[src/rtl/regfile_scoreboard.sv]
// Register file with per-register pending (busy) bits for write-after-write hazard tracking.
// Two combinational read ports with optional write forwarding, one write port, one claim port.
module regfile_scoreboard #(
    parameter int DATA_WIDTH = 32,
    parameter int ADDR_WIDTH = 5,
    parameter int BYPASS     = 1
) (
    input  logic                  clock,
    input  logic                  ctrl_reset,
    input  logic                  ctrl_writeEnable,
    input  logic [ADDR_WIDTH-1:0] ctrl_writeReg,
    input  logic [DATA_WIDTH-1:0] data_writeReg,
    input  logic [ADDR_WIDTH-1:0] ctrl_readRegA,
    input  logic [ADDR_WIDTH-1:0] ctrl_readRegB,
    output logic [DATA_WIDTH-1:0] data_readRegA,
    output logic [DATA_WIDTH-1:0] data_readRegB,
    input  logic                  ctrl_claimEnable,
    input  logic [ADDR_WIDTH-1:0] ctrl_claimReg,
    output logic                  busy_A,
    output logic                  busy_B,
    output logic                  claim_reject,
    output logic [ADDR_WIDTH:0]   busy_count
);

    localparam int DEPTH = 2 ** ADDR_WIDTH;
    localparam logic [ADDR_WIDTH:0] CNT_ONE = {{ADDR_WIDTH{1'b0}}, 1'b1};
    localparam logic [ADDR_WIDTH:0] CNT_MAX = (ADDR_WIDTH + 1)'(DEPTH - 1);

    logic [DATA_WIDTH-1:0] regs [DEPTH];
    logic [DEPTH-1:0]      busy;
    logic [ADDR_WIDTH:0]   countQ;
    logic [ADDR_WIDTH:0]   countNext;

    logic writePresented;
    logic writeAccept;
    logic claimValid;
    logic claimRejectInt;
    logic claimAccept;
    logic countInc;
    logic countDec;
    logic bypassA;
    logic bypassB;

    // A write to the claimed register in the same cycle retires the old producer,
    // so the claim is allowed even though the busy bit is still set.
    always_comb begin
        writePresented = ctrl_writeEnable && (ctrl_writeReg != '0);
        writeAccept    = writePresented && ctrl_reset;
        claimValid     = ctrl_claimEnable && (ctrl_claimReg != '0);
        claimRejectInt = claimValid && busy[ctrl_claimReg]
                         && !(writePresented && (ctrl_writeReg == ctrl_claimReg));
        claimAccept    = claimValid && !claimRejectInt;
        countInc       = claimAccept && !busy[ctrl_claimReg];
        countDec       = writeAccept && busy[ctrl_writeReg]
                         && !(claimAccept && (ctrl_claimReg == ctrl_writeReg));
    end

    always_comb begin
        countNext = countQ;
        if (countInc && !countDec && (countQ != CNT_MAX)) begin
            countNext = countQ + CNT_ONE;
        end else if (countDec && !countInc && (countQ != '0)) begin
            countNext = countQ - CNT_ONE;
        end
    end

    // Forwarding only applies to writes that will actually land, so reads during reset show stored data.
    always_comb begin
        bypassA = (BYPASS != 0) && writeAccept && (ctrl_writeReg == ctrl_readRegA);
        bypassB = (BYPASS != 0) && writeAccept && (ctrl_writeReg == ctrl_readRegB);

        data_readRegA = '0;
        data_readRegB = '0;
        if (ctrl_readRegA != '0) begin
            data_readRegA = bypassA ? data_writeReg : regs[ctrl_readRegA];
        end
        if (ctrl_readRegB != '0) begin
            data_readRegB = bypassB ? data_writeReg : regs[ctrl_readRegB];
        end

        busy_A       = (ctrl_readRegA != '0) && busy[ctrl_readRegA] && !bypassA;
        busy_B       = (ctrl_readRegB != '0) && busy[ctrl_readRegB] && !bypassB;
        claim_reject = claimRejectInt;
        busy_count   = countQ;
    end

    // The claim update follows the write clear so a same-register claim wins.
    always_ff @(posedge clock) begin
        if (!ctrl_reset) begin
            for (int i = 0; i < DEPTH; i++) begin
                regs[i] <= '0;
            end
            busy   <= '0;
            countQ <= '0;
        end else begin
            if (writeAccept) begin
                regs[ctrl_writeReg] <= data_writeReg;
                busy[ctrl_writeReg] <= 1'b0;
            end
            if (claimAccept) begin
                busy[ctrl_claimReg] <= 1'b1;
            end
            countQ <= countNext;
        end
    end

endmodule

[config.mk]
export PLATFORM = sky130hd
export DESIGN_NAME = regfile_scoreboard
export DESIGN_NICKNAME = d
export VERILOG_FILES = /design/src/rtl/regfile_scoreboard.sv
export SDC_FILE = /design/constraint.sdc
export NUM_CORES = 2
export LEC_CHECK = 0
export CAP_MARGIN = 15
export CORE_MARGIN = 4
export CORE_UTILIZATION = 30
export CTS_BUF_LIST = sky130_fd_sc_hd__clkbuf_16
export DETAILED_ROUTE_END_ITERATION = 10
export SETUP_SLACK_MARGIN = 0.15
export SLEW_MARGIN = 20
export SYNTH_ARGS = -nofsm -noshare
export SYNTH_HDL_FRONTEND = slang
export SYNTH_SLANG_ARGS = --single-unit
[constraint.sdc]
create_clock -name clock -period 11.6 [get_ports clock]
set_input_delay 1.16 -clock clock [delete_from_list [all_inputs] [get_ports clock]]
set_output_delay 1.16 -clock clock [all_outputs]
set_load 0.01 [all_outputs]
# After elaboration in Yosys (flattened, before gate mapping)
# Memory sizes are Yosys's and may differ from the RTL's.
# Index checks and enable logic that the tools add are counted.
[op_classes]
bitwise = 3
order_cmp = 6
eq_ne = 5
n_addsub = 2
muxes = 28
reduce_logical = 38
[ops]
columns = ["operator", "count"]
rows = [
  ["32-bit 2-to-1 mux", 8],
  ["32-bit bitwise AND", 1],
  ["32-bit inverter", 1],
  ["32-bit OR", 1],
  ["32-bit OR reduction", 1],
  ["5-bit by 6-bit < comparator with 1-bit output (second input constant)", 4],
  ["1-bit logical AND", 23],
  ["1-bit binary-select mux with 5-bit select", 4],
  ["5-bit equality test", 4],
  ["5-bit nonzero test", 4],
  ["6-bit 2-to-1 mux", 2],
  ["1-bit 2-to-1 mux", 11],
  ["1-bit demux with 5-bit select", 2],
  ["5-bit by 1-bit greater-or-equal comparator with 1-bit output (second input constant)", 2],
  ["1-bit logical NOT", 8],
  ["6-bit by 1-bit adder with 6-bit output (second input constant)", 1],
  ["6-bit by 5-bit inequality test with 1-bit output (second input constant)", 1],
  ["6-bit nonzero test", 1],
  ["6-bit by 1-bit subtractor with 6-bit output (second input constant)", 1],
  ["5-bit 2-to-1 mux", 1],
  ["2-bit nonzero test", 1],
]
[totals]
word_cells = 85
memories = 1
regBits = 38
ramBits = 1024
out_inout_bits = 73
[mem_list]
columns = ["name", "depth", "width", "read_ports", "rd_clocked_by_memory_dff", "wr", "line_no", "rtl"]
rows = [
  ["regs", 32, 32, 2, 0, 32, "29", "logic [DATA_WIDTH-1:0] regs [DEPTH];"],
]

# Depth between registers and ports, before layout
[depth]
depth_word = 14
depth_mapped = 16
mapped_depth_nobuf = 14

# Least setup slack after synthesis
# OpenSTA, ideal clock, no wires.
[synth_path]
path_kind = "in2reg"
start = "in ctrl_reset"
end = "reg busy[23]"
cell_stages = 7
slack_ns = 6.033
arrival_time_ns = 5.304
path_cell_list = "clkbuf_1 > inv_1 > nor2_1 > nand3_1 > buf_2 > o21ai_0 > o32ai_1"
[synth_between]
elab_chain_len = 5
[synth_lines]
columns = ["item", "line_no", "rtl"]
rows = [
  ["start: declaration", "9", "input logic ctrl_reset,"],
  ["1-bit logical AND", "48", "writeAccept = writePresented && ctrl_reset;"],
  ["32-bit 2-to-1 mux", "96", "if (writeAccept) begin"],
  ["32-bit 2-to-1 mux", "89", "if (!ctrl_reset) begin"],
  ["32-bit OR (no line)", "--", ""],
  ["32-bit 2-to-1 mux", "100", "if (claimAccept) begin"],
  ["end signal: assignment", "93", "busy <= '0;"],
  ["end signal: indexed assignment", "98", "busy[ctrl_writeReg] <= 1'b0;"],
  ["end signal: indexed assignment", "101", "busy[ctrl_claimReg] <= 1'b1;"],
  ["end: declaration", "30", "logic [DEPTH-1:0] busy;"],
]
# Parallel ways exist; a longest one is shown, timed or not. The select of a mux whose other input is x is not followed.
# A chain may end at the register's enable or synchronous reset.

# Final worst setup path
[layout_path]
start = "in ctrl_writeReg[3]"
end = "out busy_B"
[layout_between]
elab_chain_len = 6
word_cells_on_any_way = 7
cone_classes = "1 x eq/ne; 6 x reduce/logical"
[layout_lines]
columns = ["item", "line_no", "rtl"]
rows = [
  ["start: declaration", "11", "input logic [ADDR_WIDTH-1:0] ctrl_writeReg,"],
  ["5-bit nonzero test", "47", "writePresented = ctrl_writeEnable && (ctrl_writeReg != '0);"],
  ["1-bit logical AND", "47", ""],
  ["1-bit logical AND", "48", ""],
  ["1-bit logical AND (*)", "70", "bypassB = (BYPASS != 0) && writeAccept && (ctrl_writeReg == ctrl_readRegB);"],
  ["1-bit logical NOT (*)", "82", "busy_B = (ctrl_readRegB != '0) && busy[ctrl_readRegB] && !bypassB;"],
  ["1-bit logical AND (*)", "82", ""],
  ["end: declaration", "20", "output logic busy_B,"],
]
# Every way passes the cells marked *; elsewhere a longest branch is shown, timed or not.

==> metrics.txt <==
WP data arrival 6030 ps; Post-Syn Area between 0.05 and 0.06 sq mm; Worst R2R End busy_count[5]; Synth Register Bits ~1.1k; Crit. path cell count 10; skew final between 10 and 15 ps; async set-or-reset flop fraction in the synthesized netlist 0; CP peak stage delay between 800 and 900 ps; Final ANT Viol Nets 0; initial core utilization 0.301; Critical-path top delay cell nor3_1; PwrDens between 100 and 150 mW/mm^2; Min Hold Slack 523 ps; final critical-path share of the clock period 0.620; YS warnings 0; Final setup viols 0; latest clock arrival within the worst-skew pair approximately 700 ps; WP data required approximately 10000 ps; layout cell share with drive strength beyond 1 0.277; final slew viol count 0; NumNets Final about 3.6k; average cell area after synthesis ~16 sq um; max cap viols 0; vias in the first global route between 30k and 40k; Reg power frac 0.486; Die X about 450 um; ys flop type edfxtp_1; Worst-Margin Slew 1130 ps; CTS tree built; RSZ-0062 raised after global routing no; Net Sw Frac 0.253; Worst Setup EP busy_B; Seq/Total Area, Yosys 0.544; setup repair bufs after CTS 0; Pre-Repair DR Iteration Count 5; library cells used by synthesis 67; final hold vios 0; cts hold-fix bufs 0; DRC violations left 0; startpoint types input pin; Vias between 30k and 40k; CTS Buffer Depth 3; M1 WL 73000 um; worst min path class register to register; largest net degree at the start of global routing 157; htree depth 3; first-pass GRT wire length around 280000 um; peak supply drop ~140 uV; R2R Setup Slk roughly 7500 ps; grt ovf 0; met2 WL approximately 99000 um; root buf cell clkbuf_16; I/O pin total roughly 130; All-Layer GR Usage 0.194; top sig layer met5; commonest non-fill, non-tap cell in the layout edfxtp_1; Reg2Reg Depth 14; Leak 23.1 nW; initial antenna violation count 11; Slew headroom 0.246; Post-synth EDFFs ~1.0k; core area between 0.15 and 0.2 sq mm; Num CTS Buffers ~110; P&R area growth vs syn 12.9%; cts repair resizes 0; crit path kind input pin to primary output; routed len/inst 31.7 um; met3 WL about 14000 um; Via density between 5 and 6; highest clock rate roughly 140 MHz; crit path launch ctrl_writeReg[3]; Clk pwr share 0.374; switching power 2.35 mW; internal power ~7 mW; commonest non-fill, non-tap cells in the layout edfxtp_1 (1024), mux4_2 (663), and2_1 (513), and3_1 (481), clkbuf_16 (110); CP endpoint kind primary output; Crit path max-delay family buffers and inverters; Logic pwr share 0.140; DPL Wire Length slightly above 100000 um; Die H 447 um; Clock transition at path regs 60 ps; Final Critical Period slightly above 7000 ps; clock sinks 1062; Sum Neg Setup Slack 0 ps; initial drt markers approximately 4.2k; Mapped Cells 3671; GPL Wtd Cong 0.790; Post-Route WL a little under 200000 um; run status completed; Critical path buffers and inverters 5; RR Startpoint busy[23]; number of port buffers around 130; Critical Path, Cell by Cell clkdlybuf4s50_1 > or3_1 > o31ai_1 > nor2_1 > nand4_1 > buf_4 > buf_4 > inv_1 > nor3_1 > clkdlybuf4s50_1; CP Max Fanout 35; die area about 0.2 sq mm; Rows roughly 160
kinds of logic after synthesis:
group           count (synthesis)  synth area share
flops                        1062             0.544
other cells                     1         0.0000647
xor+xnor                       18           0.00272
buf+inv                       485            0.0334
fa+ha+maj                       5           0.00121
mux                           759             0.274
simple gates                 1183             0.124
compound gates                158            0.0207
through the flow:
| stage | utilization | instance area [sq um] | setup WS (ps) | power [mW] | cells |
|---|---|---|---|---|---|
| after global placement | 0.323 | 62000 | 4470 | 5.88 | 5999 |
| final | 0.340 | 65400 | 4410 | 9.29 | 6204 |
| after global routing | 0.340 | 65400 | 4290 | 9.57 | 6202 |
| after detailed placement | 0.322 | 62000 | 4420 | 5.90 | 5999 |
| after floorplan | - | 58000 | 6030 | 5.36 | 3702 |
| after CTS | 0.340 | 65400 | 4390 | 9.34 | 6198 |
worst reg2reg max path, stage by stage (launching register included):
cell       delay (ps)
dfxtp_1           360
mux4_2            490
a32oi_1           230
o31ai_1           140
or3_4             410
a211oi_4          350
inv_1             190
ha_1              310
a21o_1            170
a21oi_1           220
o21bai_1          120
a21o_1            180
a2111oi_0         440
o21ai_0           160
nor3b_2           170
how the worst min path moves through the flow:
stage | from | to | slack (ps) | cells after the start
6_report | busy[27] | busy[27] | 520 | 2
5_1_grt | busy[11] | busy[11] | 550 | 2
4_1_cts | busy[19] | busy[19] | 520 | 2
3_3_place_gp | busy[27] | busy[27] | 500 | 2
3_5_place_dp | busy[19] | busy[19] | 510 | 2
2_1_floorplan | busy[23] | busy[23] | 460 | 2
routing by layer:
metal  GRT usage  vias up
met3      0.0271      466
li1            -    14500
met4      0.0871        6
met1       0.240    18900
met2       0.337     1798
met5           0        -
registers in the layout, indices dropped and copies added, names as in the netlist:
name / flops
busy: 32
busy_count: 6
regs: 1024
power groups by stage:
stage | Combinational, mW | Clock [mW] | Sequential [mW]
finish | 1.30 | 3.47 | 4.52
global route | 1.36 | 3.67 | 4.54
CTS | 1.31 | 3.52 | 4.51
detailed placement | 1.31 | 0 | 4.59
global placement | 1.30 | 0 | 4.58
floorplan | 0.798 | 0 | 4.56
cells in the mapped netlist, types with 3 or more instances:
| master | count | share of area |
|---|---|---|
| a211oi_1 | 66 | 0.0086 |
| a21oi_1 | 4 | 0.00035 |
| a2bb2o_1 | 11 | 0.0019 |
| a32o_1 | 4 | 0.00069 |
| and2_1 | 513 | 0.055 |
| and3_1 | 482 | 0.052 |
| buf_1 | 16 | 0.0010 |
| buf_2 | 73 | 0.0063 |
| clkbuf_1 | 359 | 0.023 |
| dfxtp_1 | 38 | 0.013 |
| edfxtp_1 | 1024 | 0.53 |
| ha_1 | 4 | 0.00086 |
| inv_1 | 33 | 0.0021 |
| mux2i_1 | 96 | 0.017 |
| mux4_2 | 663 | 0.26 |
| nand2_1 | 22 | 0.0014 |
| nand2b_1 | 3 | 0.00032 |
| nand3_1 | 11 | 0.00095 |
| nand3b_1 | 5 | 0.00065 |
| nor2_1 | 98 | 0.0064 |
| nor3_1 | 12 | 0.0010 |
| nor3b_1 | 3 | 0.00039 |
| o21ai_0 | 31 | 0.0027 |
| o22ai_1 | 15 | 0.0016 |
| o22ai_2 | 5 | 0.0011 |
| o31ai_1 | 3 | 0.00039 |
| or2_2 | 4 | 0.00043 |
| or3_1 | 3 | 0.00032 |
| or3b_2 | 3 | 0.00045 |
| or4_1 | 4 | 0.00052 |
| xnor2_1 | 10 | 0.0015 |
| xor2_1 | 8 | 0.0012 |
area by class of cell:
type                    instances  area, sq um
fillers                     18200       127000
flip-flops and latches       1062        31500
multi-input cells            2155        25100
well taps                    2526         3160
clock buffers                 110         2750
repair buffers                224         2070
clock inverters                89          684
inverters                      34          128
diodes                          4         10.0
Power figures use the tool's default switching activity.
